===== src/rtl/anti_noise_i2s_tx.sv =====
// I2S transmitter for the anti-noise path: rounds/saturates 32-bit LMS output to 16 bits,
// buffers it in a small FIFO and serializes it as mono (L=R) I2S with internally derived bclk/lrclk.
module anti_noise_i2s_tx #(
    parameter int FRAC_SHIFT = 15,
    parameter int BCLK_DIV   = 4,
    parameter int FIFO_DEPTH = 4
) (
    input  logic        clk,
    input  logic        rst_n,
    input  logic        in_valid,
    input  logic [31:0] in_sample,
    input  logic        enable,
    output logic        bclk,
    output logic        lrclk,
    output logic        sdata,
    output logic        sat,
    output logic        overflow,
    output logic        underflow
);

    // state | meaning
    // IDLE  | serializer stopped, outputs low, counters at reset values
    // RUN   | bclk running, one 32-slot frame per FIFO word
    localparam logic [0:0] ST_IDLE = 1'b0;
    localparam logic [0:0] ST_RUN  = 1'b1;

    localparam int DIV_W = $clog2(BCLK_DIV);
    localparam int PTR_W = $clog2(FIFO_DEPTH);
    localparam logic [DIV_W-1:0] DIV_LAST = DIV_W'(BCLK_DIV - 1);
    localparam logic [PTR_W:0]   FULL_CNT = (PTR_W + 1)'(FIFO_DEPTH);
    localparam logic signed [32:0] ROUND  = 33'sd1 <<< (FRAC_SHIFT - 1);

    logic signed [32:0] conv_sum;
    logic signed [32:0] conv_shift;
    logic [15:0]        conv_next;
    logic               conv_clip;
    logic               conv_valid;
    logic [15:0]        conv_word;

    always_comb begin
        conv_sum   = $signed({in_sample[31], in_sample}) + ROUND;
        conv_shift = conv_sum >>> FRAC_SHIFT;
        conv_next  = conv_shift[15:0];
        conv_clip  = 1'b0;
        if (conv_shift > 33'sd32767) begin
            conv_next = 16'h7FFF;
            conv_clip = 1'b1;
        end else if (conv_shift < -33'sd32768) begin
            conv_next = 16'h8000;
            conv_clip = 1'b1;
        end
    end

    always_ff @(posedge clk or negedge rst_n) begin
        if (!rst_n) begin
            conv_valid <= 1'b0;
            conv_word  <= 16'h0000;
            sat        <= 1'b0;
        end else begin
            conv_valid <= in_valid;
            conv_word  <= conv_next;
            sat        <= in_valid & conv_clip;
        end
    end

    logic [15:0]      mem [FIFO_DEPTH];
    logic [PTR_W-1:0] wr_ptr;
    logic [PTR_W-1:0] rd_ptr;
    logic [PTR_W:0]   count;
    logic             empty;
    logic             full;
    logic             pop_req;
    logic             pop;
    logic             push;
    logic [15:0]      rd_word;

    logic [0:0]       state;
    logic [DIV_W-1:0] div_cnt;
    logic [4:0]       bit_cnt;
    logic [4:0]       bit_nxt;
    logic [31:0]      shift_reg;
    logic             div_last;

    assign empty    = (count == '0);
    assign full     = (count == FULL_CNT);
    assign div_last = (div_cnt == DIV_LAST);
    assign bit_nxt  = bit_cnt + 5'd1;
    // The pop coincides with the bclk fall that moves slot 0 -> slot 1.
    assign pop_req  = (state == ST_RUN) & enable & div_last & bclk & (bit_cnt == 5'd0);
    assign pop      = pop_req & ~empty;
    assign push     = conv_valid & (~full | pop);
    assign rd_word  = empty ? 16'h0000 : mem[rd_ptr];

    assign overflow  = conv_valid & full & ~pop;
    assign underflow = pop_req & empty;
    assign sdata     = shift_reg[31];

    always_ff @(posedge clk) begin
        if (push) begin
            mem[wr_ptr] <= conv_word;
        end
    end

    always_ff @(posedge clk or negedge rst_n) begin
        if (!rst_n) begin
            wr_ptr <= '0;
            rd_ptr <= '0;
            count  <= '0;
        end else begin
            if (push) begin
                wr_ptr <= wr_ptr + 1'b1;
            end
            if (pop) begin
                rd_ptr <= rd_ptr + 1'b1;
            end
            case ({push, pop})
                2'b10:   count <= count + 1'b1;
                2'b01:   count <= count - 1'b1;
                default: count <= count;
            endcase
        end
    end

    always_ff @(posedge clk or negedge rst_n) begin
        if (!rst_n) begin
            state     <= ST_IDLE;
            div_cnt   <= '0;
            bclk      <= 1'b0;
            lrclk     <= 1'b0;
            bit_cnt   <= 5'd31;
            shift_reg <= 32'h0;
        end else begin
            case (state)
                ST_IDLE: begin
                    div_cnt   <= '0;
                    bclk      <= 1'b0;
                    lrclk     <= 1'b0;
                    bit_cnt   <= 5'd31;
                    shift_reg <= 32'h0;
                    if (enable) begin
                        state <= ST_RUN;
                    end
                end
                default: begin
                    if (!enable) begin
                        state     <= ST_IDLE;
                        div_cnt   <= '0;
                        bclk      <= 1'b0;
                        lrclk     <= 1'b0;
                        bit_cnt   <= 5'd31;
                        shift_reg <= 32'h0;
                    end else if (div_last) begin
                        div_cnt <= '0;
                        bclk    <= ~bclk;
                        if (bclk) begin
                            bit_cnt <= bit_nxt;
                            lrclk   <= bit_nxt[4];
                            if (bit_nxt == 5'd1) begin
                                shift_reg <= {rd_word, rd_word};
                            end else begin
                                shift_reg <= {shift_reg[30:0], 1'b0};
                            end
                        end
                    end else begin
                        div_cnt <= div_cnt + 1'b1;
                    end
                end
            endcase
        end
    end

endmodule


===== config.mk =====
export PLATFORM = sky130hd
export DESIGN_NAME = anti_noise_i2s_tx
export DESIGN_NICKNAME = d
export VERILOG_FILES = /design/src/rtl/anti_noise_i2s_tx.sv
export SDC_FILE = /design/constraint.sdc
export NUM_CORES = 1
export LEC_CHECK = 0
export ABC_AREA = 1
export BUFFER_PORTS_ARGS = -buffer_cell sky130_fd_sc_hd__buf_2
export CAP_MARGIN = 20
export CELL_PAD_IN_SITES_DETAIL_PLACEMENT = 0
export CELL_PAD_IN_SITES_GLOBAL_PLACEMENT = 1
export CORE_MARGIN = 1
export CORE_UTILIZATION = 43
export CTS_BUF_LIST = sky130_fd_sc_hd__clkbuf_4
export DETAILED_ROUTE_END_ITERATION = 10
export PLACE_DENSITY = 0.81
export SETUP_SLACK_MARGIN = 0.2
export SYNTH_ARGS = -nofsm -noshare
export SYNTH_HDL_FRONTEND = slang
export SYNTH_SLANG_ARGS = --single-unit

===== constraint.sdc =====
create_clock -name clk -period 2.1 [get_ports clk]
set_input_delay 0 -clock clk [delete_from_list [all_inputs] [get_ports clk]]
set_output_delay 0 -clock clk [all_outputs]
set_load 0.01 [all_outputs]

# Word-level counts from Yosys, hierarchy flattened
# Memories as Yosys holds them, arrays and structs flattened.
# Index checks and enable logic that the tools add are counted.
# op_classes
n_addsub	7
n_lt_le_gt_ge	2
eq_ne	7
muxes	28
bitwise	15
n_reduce_logical	4
# ops
cell	count
$mux 32	5
$mux 16	3
$add 32x16->33 const B	1
$mux 5	4
$gt 18x16->1 const B	1
$lt 18x16->1 const B	1
$mux 1	12
$and 1x1->1	10
$add 2x1->2 const B	3
$mux 2	3
$pmux 3 s2	1
$add 5x1->5 const B	1
$eq 5x1->1 const B	1
$logic_not 5->1	1
$eq 2x2->1 const B	2
$not 1->1	4
$add 3x1->3 const B	1
$eq 3x3->1 const B	1
$logic_not 3->1	1
$ne 3x2->1 const B	1
$ne 3x3->1 const B	1
$sub 3x1->3 const B	1
$eq 2x1->1 const B	1
$reduce_and 2->1	1
2 further kinds	2
# totals
regBits	67
mem_bits_rw	64
out_inout_bits	6
wordCells	76
memories	1
# mem_list
name	words	word_bits	read_ports	rd_clocked_by_memory_dff	write_ports	line_no	rtl
mem	4	16	1	0	1	66	logic [15:0] mem [FIFO_DEPTH];

# Longest topological paths before layout
# Gate-level depths: netlist of the first run.
# logic_depth
depth_word	9
ltp_mapped	13
depth_no_buf	13

# Least setup slack after synthesis of the first run
# No wires, ideal clock.
# synth_path
kind	register to register
startpoint	register bit_cnt[0]
endpoint	register count[2]
arrival_time_ps	2204
t_required_ps	1969
setup_slack_ps	-235
path_stages_with_launch	14
period_less_slack_ps	2335
path_cell_list	dfstp_2 > inv_1 > ha_1 > inv_1 > nor4_1 > nand2_1 > nand2_1 > nand2_1 > ha_1 > inv_1 > fa_1 > a21oi_1 > o21ai_0 > xor2_1
# synth_via
elab_chain_cells	7
# synth_rtl
item	line_no	rtl
from (decl)	79	logic [4:0] bit_cnt;
from (signal assigned)	156	bit_cnt <= bit_nxt;
$logic_not 5->1 (*)	89	assign pop_req = (state == ST_RUN) & enable & div_last & bclk & (bit_cnt == 5'd0);
$and 1x1->1 (*)	89	
$and 1x1->1 (*)	90	assign pop = pop_req & ~empty;
$or 1x1->1	91	assign push = conv_valid & (~full | pop);
$and 1x1->1	91	
$eq 2x1->1 or $eq 2x2->1 (tied branches)	116	case ({push, pop})
$pmux 3 s2 or $reduce_bool 2->1 (tied branches)	n/a	
to (signal assigned)	117	2'b10: count <= count + 1'b1;
to (signal assigned)	118	2'b01: count <= count - 1'b1;
to (signal assigned)	119	default: count <= count;
to (decl)	69	logic [PTR_W:0] count;
# Mark *: on every way between the ends. The rest lies on a longest branch, timed or not.
# A chain may end at the register's enable or synchronous reset.

# Worst setup path in the final report of the first run
# Ends and elaborated chain as after synthesis.

==> impl_metrics.json, run 1 <==
{
  "grt_overflow_total": 0,
  "total_via_count_after_detailed_routing": 4329,
  "antenna_found_initial": 1,
  "clk_transition_reported_paths_ns": 0.11,
  "post_route_cell_area_mm2": 0.007532,
  "finalClockSkew_ns": 0.01167,
  "pre_cts_ws_ns": -0.05700,
  "power.static_leakage_nw": 3.267,
  "maximum_number_of_pins_on_one_net_before_global_route_repair": 45,
  "finalPower_mw": 4.810,
  "critical_path.endpoint_type": "flop",
  "min_period_over_period": 0.9970,
  "clock_sink_count": 131,
  "synth-simple-area-share": 0.1879,
  "worstSkewPairLatency_ns": 0.50,
  "routability_congestion": 0.7943,
  "drive_gt1_frac": 0.2208,
  "synth_top_family_by_area": "simple AND/OR/NAND/NOR gates",
  "transition_at_the_pin_with_the_smallest_max_transition_slack_ns": 0.9183,
  "hpwlAfterDp_um": 7512,
  "cap_violations": 0,
  "die_boundary_width_um": 119.3,
  "synthCells": 610,
  "synthAdderAreaFrac": 0.02241,
  "antenna_violating_nets_post_route": 0,
  "relSlewSlack": 0.3871,
  "wirelength_um": 12170,
  "largest_reg_flops": 64,
  "yosys.area_share.xor_xnor": 0.02494,
  "fin_crit_ns": 2.094,
  "final_hold_viol_count": 0,
  "seq_area_frac_synth": 0.6090,
  "detail_route.first_pass.iterations": 4,
  "worst-endpoint-required_ns": 2.49,
  "cp_data_arrival_time_ns": 2.48,
  "area_growth_syn_to_fin_pct": 27.25,
  "synth_compound_area_frac": 0.08476,
  "grt_first_pass_wirelength_um": 19890,
  "layoutNonFillerInstCount": 888,
  "worst_path_largest_cell_delay_ns": 0.56,
  "post_synth_num_cell_types": 39,
  "clk_path_buf_depth": 2,
  "initialDrtViolationCount": 285,
  "initial_standard_cell_utilization_of_the_core": 0.4435,
  "outcome": "finished clean",
  "setup_viol": 0,
  "post_synth_instance_area_mm2": 0.005919,
  "synthMuxAreaShare": 0,
  "power-per-cell-area_mw_per_mm2": 638.5,
  "totalNegativeSetupSlack_ns": 0,
  "max-vdd-ir-drop_mv": 0.3488,
  "place.port_buffers": 27,
  "placedCellCount": 813,
  "design.final.nets": 744,
  "grt_setup_unrepaired": "yes",
  "placed_area_mm2": 0.006469,
  "cts_buffers": 17,
  "timing_max_transition_violations_final": 0,
  "timing.hold.ws_ns": 0.02816,
  "layout.cells.most_common_list": "sky130_fd_sc_hd__nand2_1, sky130_fd_sc_hd__inv_1, sky130_fd_sc_hd__edfxtp_1, sky130_fd_sc_hd__dfrtp_1, sky130_fd_sc_hd__o21ai_0",
  "tritoncts": "done",
  "worstHoldPathType": "in -> async",
  "crit_path_max_fanout": 3,
  "fp-row-count": 42,
  "detail_route.drc_violations": 0,
  "synth_fp_nets": 656,
  "grt_use_total": 0.1803,
  "drt-wirelength-per-cell_um": 13.70,
  "h_tree_depth": 4,
  "fmaxAchievable_mhz": 477.6,
  "fp.dieH_um": 119.3,
  "cp_slowest_cell": "sky130_fd_sc_hd__dfstp_2",
  "synth-seq-cells": 131,
  "detail_route.vias_per_cell": 4.875,
  "die_area_mm2": 0.01424,
  "mostFrequentLayoutCell": "sky130_fd_sc_hd__nand2_1",
  "core_area_mm2": 0.01335,
  "synth.avg_cell_area_um2": 9.704,
  "clk_root_buffer_cell": "sky130_fd_sc_hd__clkbuf_4",
  "postLayoutSetupSlackWorst_ns": 0.006206,
  "first_global_vias": 4335,
  "yosysWarningCount": 0,
  "final_core_util": 0.5643,
  "crit_type": "reg -> reg",
  "boundaryPins": 42,
  "fill_cells": 1152,
  "cp-start-kind": "flop",
  "worstPathCellList": "inv_2 -> ha_4 -> inv_4 -> nor4_2 -> nand2_2 -> nand2_2 -> nand2_4 -> ha_4 -> inv_2 -> fa_2 -> a21oi_2 -> o21ai_1 -> xor2_1"
}
[per-layer routing]
layer  track usage  up-vias  part of all wire  wire, um
met3       0.03688        6             0.034       410
met2        0.3150       79              0.55      6665
met4       0.06719        0            0.0077        94
li1              -     2176                 -         -
met5             0        -                 0         0
met1        0.2195     2068              0.41      4997
[synth_stat cells]
master | n | share of area
sky130_fd_sc_hd__nand3_1 | 60 | 0.051
sky130_fd_sc_hd__nor3_1 | 3 | 0.0025
sky130_fd_sc_hd__dfrtp_1 | 62 | 0.26
sky130_fd_sc_hd__nand4_1 | 2 | 0.0021
sky130_fd_sc_hd__dfstp_2 | 5 | 0.022
sky130_fd_sc_hd__a211oi_1 | 1 | 0.0013
sky130_fd_sc_hd__a21oi_2 | 2 | 0.0030
sky130_fd_sc_hd__nor2_2 | 2 | 0.0021
sky130_fd_sc_hd__nor2_1 | 59 | 0.037
sky130_fd_sc_hd__nor2_4 | 1 | 0.0019
sky130_fd_sc_hd__o22ai_1 | 1 | 0.0011
sky130_fd_sc_hd__o22a_1 | 1 | 0.0015
sky130_fd_sc_hd__buf_1 | 1 | 0.00063
sky130_fd_sc_hd__clkinv_1 | 1 | 0.00063
sky130_fd_sc_hd__o21ai_1 | 4 | 0.0034
sky130_fd_sc_hd__nor3_4 | 1 | 0.0027
sky130_fd_sc_hd__o21bai_4 | 1 | 0.0032
sky130_fd_sc_hd__buf_4 | 2 | 0.0025
sky130_fd_sc_hd__buf_6 | 4 | 0.0076
sky130_fd_sc_hd__edfxtp_1 | 64 | 0.32
sky130_fd_sc_hd__nand2_1 | 122 | 0.077
sky130_fd_sc_hd__ha_1 | 9 | 0.019
sky130_fd_sc_hd__nand2_4 | 1 | 0.0019
sky130_fd_sc_hd__xnor2_1 | 5 | 0.0074
sky130_fd_sc_hd__and2_1 | 1 | 0.0011
sky130_fd_sc_hd__buf_2 | 6 | 0.0051
sky130_fd_sc_hd__xor2_1 | 10 | 0.015
sky130_fd_sc_hd__a21oi_1 | 21 | 0.018
sky130_fd_sc_hd__o21ai_0 | 62 | 0.052
sky130_fd_sc_hd__inv_2 | 1 | 0.00063
sky130_fd_sc_hd__inv_1 | 75 | 0.048
sky130_fd_sc_hd__nand3_2 | 1 | 0.0017
sky130_fd_sc_hd__or2_2 | 2 | 0.0021
sky130_fd_sc_hd__fa_1 | 1 | 0.0034
sky130_fd_sc_hd__nand2_2 | 3 | 0.0032
sky130_fd_sc_hd__clkbuf_1 | 10 | 0.0063
sky130_fd_sc_hd__o21bai_1 | 1 | 0.0013
sky130_fd_sc_hd__xor2_2 | 1 | 0.0027
sky130_fd_sc_hd__nor4_1 | 1 | 0.0011
[power by group]
part           internal (mW)  switching (mW)
clock network          0.953           0.891
logic                 0.0900           0.111
registers               2.74          0.0292
[path summary, 6_finish.rpt]
kind	end	slack, ns	startpoint	cells past startpoint
worst min register to register	div_cnt[0]$_DFF_PN0_	0.45	div_cnt[0]$_DFF_PN0_	1
min in group clk	state$_DFF_PN0_	0.15	enable	2
worst max-delay path	count[2]$_DFFE_PN0P_	0.006	bit_cnt[0]$_DFFE_PN1P_	13
worst min-delay path	shift_reg[22]$_DFFE_PN0P_	0.03	rst_n	2
worst max register to register	count[2]$_DFFE_PN0P_	0.006	bit_cnt[0]$_DFFE_PN1P_	13
max in group asynchronous	bit_cnt[1]$_DFFE_PN1P_	1.39	rst_n	3
[worst max-delay path: cells and delay by family (launching register included)]
family          cells  cell delay [ns]
simple gates        4             0.33
xor+xnor            1             0.14
flops               1             0.56
buf+inv             3             0.14
compound gates      2             0.19
fa+ha+maj           3             0.62
[layout make-up]
type                       count  area [um2]  area share
inverter                      77       291.5     0.03870
clock buffer                  18       135.1     0.01794
clock inverter                14       185.2     0.02458
tap                          176       220.2     0.02924
antenna                        1       2.502   0.0003322
timing repair buffer          91       892.1      0.1184
multi-input combinational    380        2201      0.2922
sequential                   131        3605      0.4786
[repair_timing]
| action | CTS | global route |
|---|---|---|
| setup buffers | 8 | 0 |
| gates cloned | 2 | 3 |
| pin swaps | 6 | 7 |
| hold buffers | 29 | 0 |
| resized for setup | 9 | 45 |
| endpoints found under the hold margin | 83 | 0 |
| setup endpoints to repair | 98 | 100 |
[logic make-up after synthesis]
| group | count (synthesis) |
|---|---|
| AOI/OAI and AO/OA | 94 |
| and+or+nand+nor | 259 |
| xor gates and xnor gates | 16 |
| buffers and inverters | 100 |
| adders and majority gates | 10 |
| DFF | 131 |
No activity file was read; power rests on OpenSTA's default activity.
==> run 2: changes to the inputs <==
--- a/config.mk
+++ b/config.mk
@@ -14,8 +14,9 @@
 export CORE_UTILIZATION = 43
 export CTS_BUF_LIST = sky130_fd_sc_hd__clkbuf_4
 export DETAILED_ROUTE_END_ITERATION = 10
-export PLACE_DENSITY = 0.81
+export PLACE_DENSITY_LB_ADDON = 0.05
 export SETUP_SLACK_MARGIN = 0.2
 export SYNTH_ARGS = -nofsm -noshare
 export SYNTH_HDL_FRONTEND = slang
 export SYNTH_SLANG_ARGS = --single-unit
+export TNS_END_PERCENT = 30
==> impl_metrics.json, run 2 (synthesis gave the netlist of run 1 again) <==
{
  "timing_max_transition_violations_final": 0,
  "clk_path_buf_depth": 2,
  "layout.cells.most_common_list": "sky130_fd_sc_hd__nand2_1, sky130_fd_sc_hd__inv_1, sky130_fd_sc_hd__edfxtp_1, sky130_fd_sc_hd__dfrtp_1, sky130_fd_sc_hd__o21ai_0",
  "crit_path_max_fanout": 3,
  "max-vdd-ir-drop_mv": 0.2794,
  "place.port_buffers": 27,
  "power-per-cell-area_mw_per_mm2": 642.5,
  "worstHoldPathType": "in -> async",
  "fmaxAchievable_mhz": 473.1,
  "antenna_violating_nets_post_route": 0,
  "grt.met3_usage": 0.04215,
  "detail_route.drc_violations": 0,
  "grt_setup_unrepaired": "yes",
  "initial_standard_cell_utilization_of_the_core": 0.4435,
  "clk_root_buffer_cell": "sky130_fd_sc_hd__clkbuf_4",
  "worst-endpoint-required_ns": 2.53,
  "share_seq_of_total_power": 0.594,
  "fin_crit_ns": 2.114,
  "largest_reg_flops": 64,
  "drt-wirelength-per-cell_um": 13.44,
  "routability_congestion": 0.7771,
  "boundaryPins": 42,
  "power.internal_mw": 3.540,
  "cp-start-kind": "flop",
  "worstRegToRegCells": 13,
  "hpwlAfterDp_um": 7673,
  "detail_route.vias_per_cell": 4.770,
  "total_via_count_after_detailed_routing": 4226,
  "busiest_layer": "met2",
  "tritoncts": "done",
  "mostFrequentLayoutCell": "sky130_fd_sc_hd__nand2_1",
  "final_core_util": 0.5425,
  "h_tree_depth": 4,
  "grt_overflow_total": 0,
  "area_growth_syn_to_fin_pct": 22.32,
  "wirelength_um": 11910,
  "finalPower_mw": 4.653,
  "postLayoutSetupSlackWorst_ns": -0.01378,
  "die_boundary_width_um": 119.3,
  "core_area_mm2": 0.01335,
  "cp_data_arrival_time_ns": 2.54,
  "clk_transition_reported_paths_ns": 0.12,
  "failed_checks": "setup timing",
  "finalClockSkew_ns": 0.01252,
  "worstPathCellList": "inv_2 -> ha_4 -> inv_4 -> nor4_4 -> nand2_2 -> nand2_2 -> nand2_4 -> ha_4 -> inv_2 -> fa_2 -> a21oi_1 -> o21ai_1 -> xor2_1",
  "power.static_leakage_nw": 3.207,
  "clock_sink_count": 131,
  "groute.layer.met1.usage": 0.2238,
  "combPwrFrac": 0.043,
  "maximum_number_of_pins_on_one_net_before_global_route_repair": 34,
  "fp-row-count": 42,
  "setup_viol": 1,
  "transition_at_the_pin_with_the_smallest_max_transition_slack_ns": 0.8876,
  "critical_path.endpoint_type": "flop",
  "detail_route.first_pass.iterations": 4,
  "switchingPower_mw": 1.112,
  "cp_slowest_cell": "sky130_fd_sc_hd__dfstp_2",
  "pre_cts_ws_ns": -0.03123,
  "global_route_track_usage_on_met2": 0.3172,
  "design.final.nets": 742,
  "power_frac_clock": 0.362,
  "fill_cells": 1232,
  "drive_gt1_frac": 0.1876,
  "cts_buffers": 17,
  "grt_first_pass_wirelength_um": 20160,
  "p_sw_frac": 0.2390,
  "initialDrtViolationCount": 206,
  "worst_path_largest_cell_delay_ns": 0.57,
  "relSlewSlack": 0.4076,
  "first_global_vias": 4232,
  "outcome": "finished with violations",
  "cap_violations": 0,
  "die_area_mm2": 0.01424,
  "antenna_found_initial": 1,
  "fp.dieH_um": 119.3,
  "crit_type": "reg -> reg",
  "grt_use_total": 0.1846,
  "min_period_over_period": 1.007,
  "worstSkewPairLatency_ns": 0.54,
  "final_hold_viol_count": 0
}
run 2: changes by cell type in the layout (fill, tap and decap cells not counted), moves of 2 or more:
cell	delta
sky130_fd_sc_hd__o21ai_0	+7
sky130_fd_sc_hd__nand3_2	-13
sky130_fd_sc_hd__nand3_1	+19
sky130_fd_sc_hd__bufinv_16	-2
sky130_fd_sc_hd__o21ai_1	-7
sky130_fd_sc_hd__clkbuf_16	-3
sky130_fd_sc_hd__nand3_4	-6
sky130_fd_sc_hd__clkinv_4	+5
run 2: through the flow:
step                      setup TNS (ns)  cells  cell area, um2  hold WS [ns]
after global placement        -0.0003719    815            6459       0.08858
after CTS                       -0.01820    884            7176       0.01881
after floorplan                 -0.04368    610            5972       -0.2956
after global routing             -0.1055    886            7241       0.04865
final                           -0.01378    886            7241       0.02818
after detailed placement        -0.03123    815            6459       0.09328
run 2: metal layers:
metal  vias up  routed length (um)
met4         0                 199
met3        18                 307
li1       2166                   -
met5         -                   0
met2        58                6008
met1      1984                5389
run 2: worst paths after layout:
| kind | start | endpoint | slack [ns] |
|---|---|---|---|
| worst max-delay path | bit_cnt[1]$_DFFE_PN1P_ | count[2]$_DFFE_PN0P_ | -0.01 |
| worst min-delay path | rst_n | shift_reg[24]$_DFFE_PN0P_ | 0.03 |
| worst max register to register | bit_cnt[1]$_DFFE_PN1P_ | count[2]$_DFFE_PN0P_ | -0.01 |
| worst min register to register | div_cnt[0]$_DFF_PN0_ | div_cnt[0]$_DFF_PN0_ | 0.46 |
| max in group asynchronous | rst_n | shift_reg[13]$_DFFE_PN0P_ | 1.43 |
| min in group clk | enable | state$_DFF_PN0_ | 0.12 |
run 2: final cells by class:
class                           count  area (um2)  share of cell area
Sequential cell                   131        3605              0.4978
Multi-Input combinational cell    380        2051              0.2832
Timing Repair Buffer               89       783.3              0.1082
Inverter                           77       291.5             0.04026
Tap cell                          176       220.2             0.03041
Clock inverter                     15       160.2             0.02212
Clock buffer                       17       127.6             0.01763
Antenna cell                        1       2.502           0.0003456
run 2: worst max-delay path: cells and delay by family (launching register included):
kind            cells  cell delay, ns
xor+xnor            1            0.14
fa+ha+maj           3            0.61
compound gates      2            0.20
simple gates        4            0.33
buf+inv             3            0.16
flops               1            0.57
run 2: repair_timing:
action,CTS,global route
pin swaps,11,5
setup buffers,6,1
hold endpoints to repair,89,0
gates cloned,1,0
hold buffers,30,0
endpoints found under the setup margin,99,99
gates resized for setup,11,12
run 2: power groups by stage:
stage / Combinational (mW) / Sequential [mW] / Clock [mW]
2_1_floorplan: 0.0803 / 2.81 / 0
3_3_place_gp: 0.158 / 2.82 / 0
3_5_place_dp: 0.160 / 2.82 / 0
4_1_cts: 0.204 / 2.77 / 1.75
5_1_grt: 0.230 / 2.77 / 1.86
6_report: 0.202 / 2.77 / 1.68
==> run 3: changes to the inputs <==
--- a/config.mk
+++ b/config.mk
@@ -5,7 +5,6 @@
 export SDC_FILE = /design/constraint.sdc
 export NUM_CORES = 1
 export LEC_CHECK = 0
-export ABC_AREA = 1
 export BUFFER_PORTS_ARGS = -buffer_cell sky130_fd_sc_hd__buf_2
 export CAP_MARGIN = 20
 export CELL_PAD_IN_SITES_DETAIL_PLACEMENT = 0
@@ -14,6 +13,7 @@
 export CORE_UTILIZATION = 43
 export CTS_BUF_LIST = sky130_fd_sc_hd__clkbuf_4
 export DETAILED_ROUTE_END_ITERATION = 10
+export MAX_ROUTING_LAYER = met4
 export PLACE_DENSITY_LB_ADDON = 0.05
 export SETUP_SLACK_MARGIN = 0.2
 export SYNTH_ARGS = -nofsm -noshare
==> impl_metrics.json, run 3 <==
{
  "layout.cells.most_common_list": "sky130_fd_sc_hd__edfxtp_1, sky130_fd_sc_hd__dfrtp_1, sky130_fd_sc_hd__a221o_1, sky130_fd_sc_hd__buf_2",
  "cp_data_arrival_time_ns": 2.62,
  "synthCells": 404,
  "first_global_vias": 3659,
  "setup_viol": 1,
  "fp-row-count": 41,
  "placed_area_mm2": 0.006329,
  "timing.hold.ws_ns": 0.05248,
  "timing_max_transition_violations_final": 0,
  "crit_type": "reg -> reg",
  "detail_route.drc_violations": 0,
  "seq_area_frac_synth": 0.6314,
  "post_synth_instance_area_mm2": 0.005709,
  "largest_reg_flops": 64,
  "yosysWarningCount": 0,
  "crit_path_max_fanout": 3,
  "global_route_track_usage_on_met2": 0.3008,
  "ys.flop_type": "sky130_fd_sc_hd__edfxtp_1",
  "h_tree_depth": 4,
  "critical_path.endpoint_type": "flop",
  "die_boundary_width_um": 117.2,
  "core_area_mm2": 0.01277,
  "post_route_cell_area_mm2": 0.007061,
  "clk_root_buffer_cell": "sky130_fd_sc_hd__clkbuf_4",
  "relSlewSlack": 0.5634,
  "grt_first_pass_wirelength_um": 18690,
  "cp_slowest_cell": "sky130_fd_sc_hd__dfstp_2",
  "synthMostInstantiatedCell": "sky130_fd_sc_hd__edfxtp_1",
  "grt_overflow_total": 0,
  "fp.dieH_um": 117.2,
  "worstHoldPathType": "in -> reg",
  "cap_violations": 0,
  "area_share_of_the_largest_cell_type_after_synthesis": 0.3366,
  "power.static_leakage_nw": 2.788,
  "fill_cells": 1101,
  "failed_checks": "setup timing",
  "max-vdd-ir-drop_mv": 0.4930,
  "fin_crit_ns": 2.171,
  "drt-wirelength-per-cell_um": 17.10,
  "clk_transition_reported_paths_ns": 0.10,
  "synth_top_cells_by_area": "sky130_fd_sc_hd__edfxtp_1, sky130_fd_sc_hd__dfrtp_1, sky130_fd_sc_hd__mux4_2",
  "detail_route.vias_per_cell": 5.290,
  "worst_path_largest_cell_delay_ns": 0.55,
  "synth_fp_nets": 450,
  "initial_standard_cell_utilization_of_the_core": 0.4470,
  "synth-seq-cells": 131,
  "design.final.nets": 543,
  "yosys.area.top_type": "sky130_fd_sc_hd__edfxtp_1",
  "async_flop_share": 0.5115,
  "die_area_mm2": 0.01374,
  "grt_use_total": 0.1918,
  "transition_at_the_pin_with_the_smallest_max_transition_slack_ns": 0.6527,
  "area_growth_syn_to_fin_pct": 23.67,
  "path_delay_family": "adder cells",
  "final_hold_viol_count": 0,
  "worstSkewPairLatency_ns": 0.52,
  "finalClockSkew_ns": 0.01346,
  "fmaxAchievable_mhz": 460.6,
  "wirelength_um": 11680,
  "grt.met3_usage": 0.05149,
  "synth.avg_cell_area_um2": 14.13,
  "finalPower_mw": 5.527,
  "maximum_number_of_pins_on_one_net_before_global_route_repair": 35,
  "synthTopCellsByCount": "sky130_fd_sc_hd__edfxtp_1, sky130_fd_sc_hd__dfrtp_1, sky130_fd_sc_hd__a221o_1",
  "boundaryPins": 42,
  "groute.layer.met1.usage": 0.2417,
  "cts_buffers": 17,
  "hpwlAfterDp_um": 7543,
  "total_via_count_after_detailed_routing": 3613,
  "regArea_mm2": 0.003605,
  "place.port_buffers": 27,
  "critical_path_buf_inv_count": 3,
  "tritoncts": "done",
  "worst-endpoint-required_ns": 2.55,
  "synth-edff-count": 64,
  "antenna_found_initial": 1,
  "clock_sink_count": 131,
  "multiInputGateArea_mm2": 0.002061,
  "grt_setup_unrepaired": "yes",
  "outcome": "finished with violations",
  "final_core_util": 0.5527,
  "clk_path_buf_depth": 2,
  "routability_congestion": 0.8221,
  "detail_route.first_pass.iterations": 5,
  "drive_gt1_frac": 0.2961,
  "power-per-cell-area_mw_per_mm2": 782.9,
  "min_period_over_period": 1.034,
  "cp-start-kind": "flop",
  "busiest_layer": "met2",
  "post_synth_num_cell_types": 50,
  "mostFrequentLayoutCell": "sky130_fd_sc_hd__edfxtp_1",
  "placedCellCount": 615,
  "antenna_violating_nets_post_route": 0,
  "layoutNonFillerInstCount": 683,
  "worstPathCellList": "inv_2 -> ha_4 -> nand4_1 -> a31oi_4 -> inv_1 -> ha_2 -> inv_2 -> fa_2 -> xor2_1 -> nor2_1 -> xor2_1",
  "postLayoutSetupSlackWorst_ns": -0.07087,
  "initialDrtViolationCount": 232
}
## run 3: report_power, final
part | internal, mW | switching [mW]
registers | 3.05 | 0.138
clock network | 0.627 | 0.823
logic | 0.420 | 0.470
total | 4.10 | 1.43
## run 3: path summary, 6_finish.rpt
kind	start	to	slack (ns)	depth (start not counted)
setup / recovery	bit_cnt[1]$_DFFE_PN1P_	count[2]$_DFFE_PN0P_	-0.07	11
hold / removal	in_sample[14]	conv_word[2]$_DFF_PN0_	0.05	5
setup reg to reg	bit_cnt[1]$_DFFE_PN1P_	count[2]$_DFFE_PN0P_	-0.07	11
hold reg to reg	conv_word[11]$_DFF_PN0_	mem[0][11]$_DFFE_PP_	0.48	0
max in group asynchronous	rst_n	conv_word[3]$_DFF_PN0_	0.90	3
min in group asynchronous	rst_n	bit_cnt[4]$_DFFE_PN1P_	0.11	2
## run 3: kinds of logic (layout without fill, tap and decap cells)
kind of cell    count (synthesis)  after routing  synth area share
other cells                     0              1                 0
simple gates                  110            110            0.1100
xor+xnor                       26             26           0.03989
mux                            16             16           0.06312
buf+inv                        36            142           0.02586
compound gates                 75             75            0.1065
flops                         131            131            0.6314
fa+ha+maj                      10             10           0.02323
## run 3: routing by layer
metal  vias up  routed length, um  part of all wire
li1       1740                  -                 -
met5         -                  0                 0
met2        59               5809              0.50
met4         0                133             0.011
met3        10                321             0.027
met1      1804               5414              0.46
## run 3: worst register-to-register path, delay by kind of cell, from the launching register on
kind	cells	cell delay (ns)
AO/OA/AOI/OAI	1	0.12
AND/OR/NAND/NOR	2	0.33
adder cells (fa/ha/maj)	3	0.65
buffers and inverters	3	0.16
flip-flops	1	0.55
XOR/XNOR	2	0.29
## run 3: layout make-up
cell class                      instances  area share
Timing Repair Buffer                   93      0.1244
Antenna cell                            1   0.0003544
Inverter                               17    0.009038
Tap cell                              172     0.03048
Clock inverter                         10    0.009924
Multi-Input combinational cell        237      0.2919
Clock buffer                           22     0.02339
Sequential cell                       131      0.5105
## run 3: repair_timing
item                                   CTS  global route
pin swaps                               37            37
endpoints found under the hold margin   94             0
setup buffers                            3             2
cloned                                   2             2
hold buffers                            26             0
setup endpoints to repair               99           102
gates resized for setup                 15            14
## run 3: stage by stage
stage | setup slack, ns | setup TNS, ns
2_1_floorplan | -0.1530 | -0.8385
3_3_place_gp | -0.03974 | -0.03974
3_5_place_dp | -0.1196 | -0.1196
4_1_cts | -0.08573 | -0.2106
5_1_grt | -0.1721 | -0.4768
6_report | -0.07087 | -0.07087
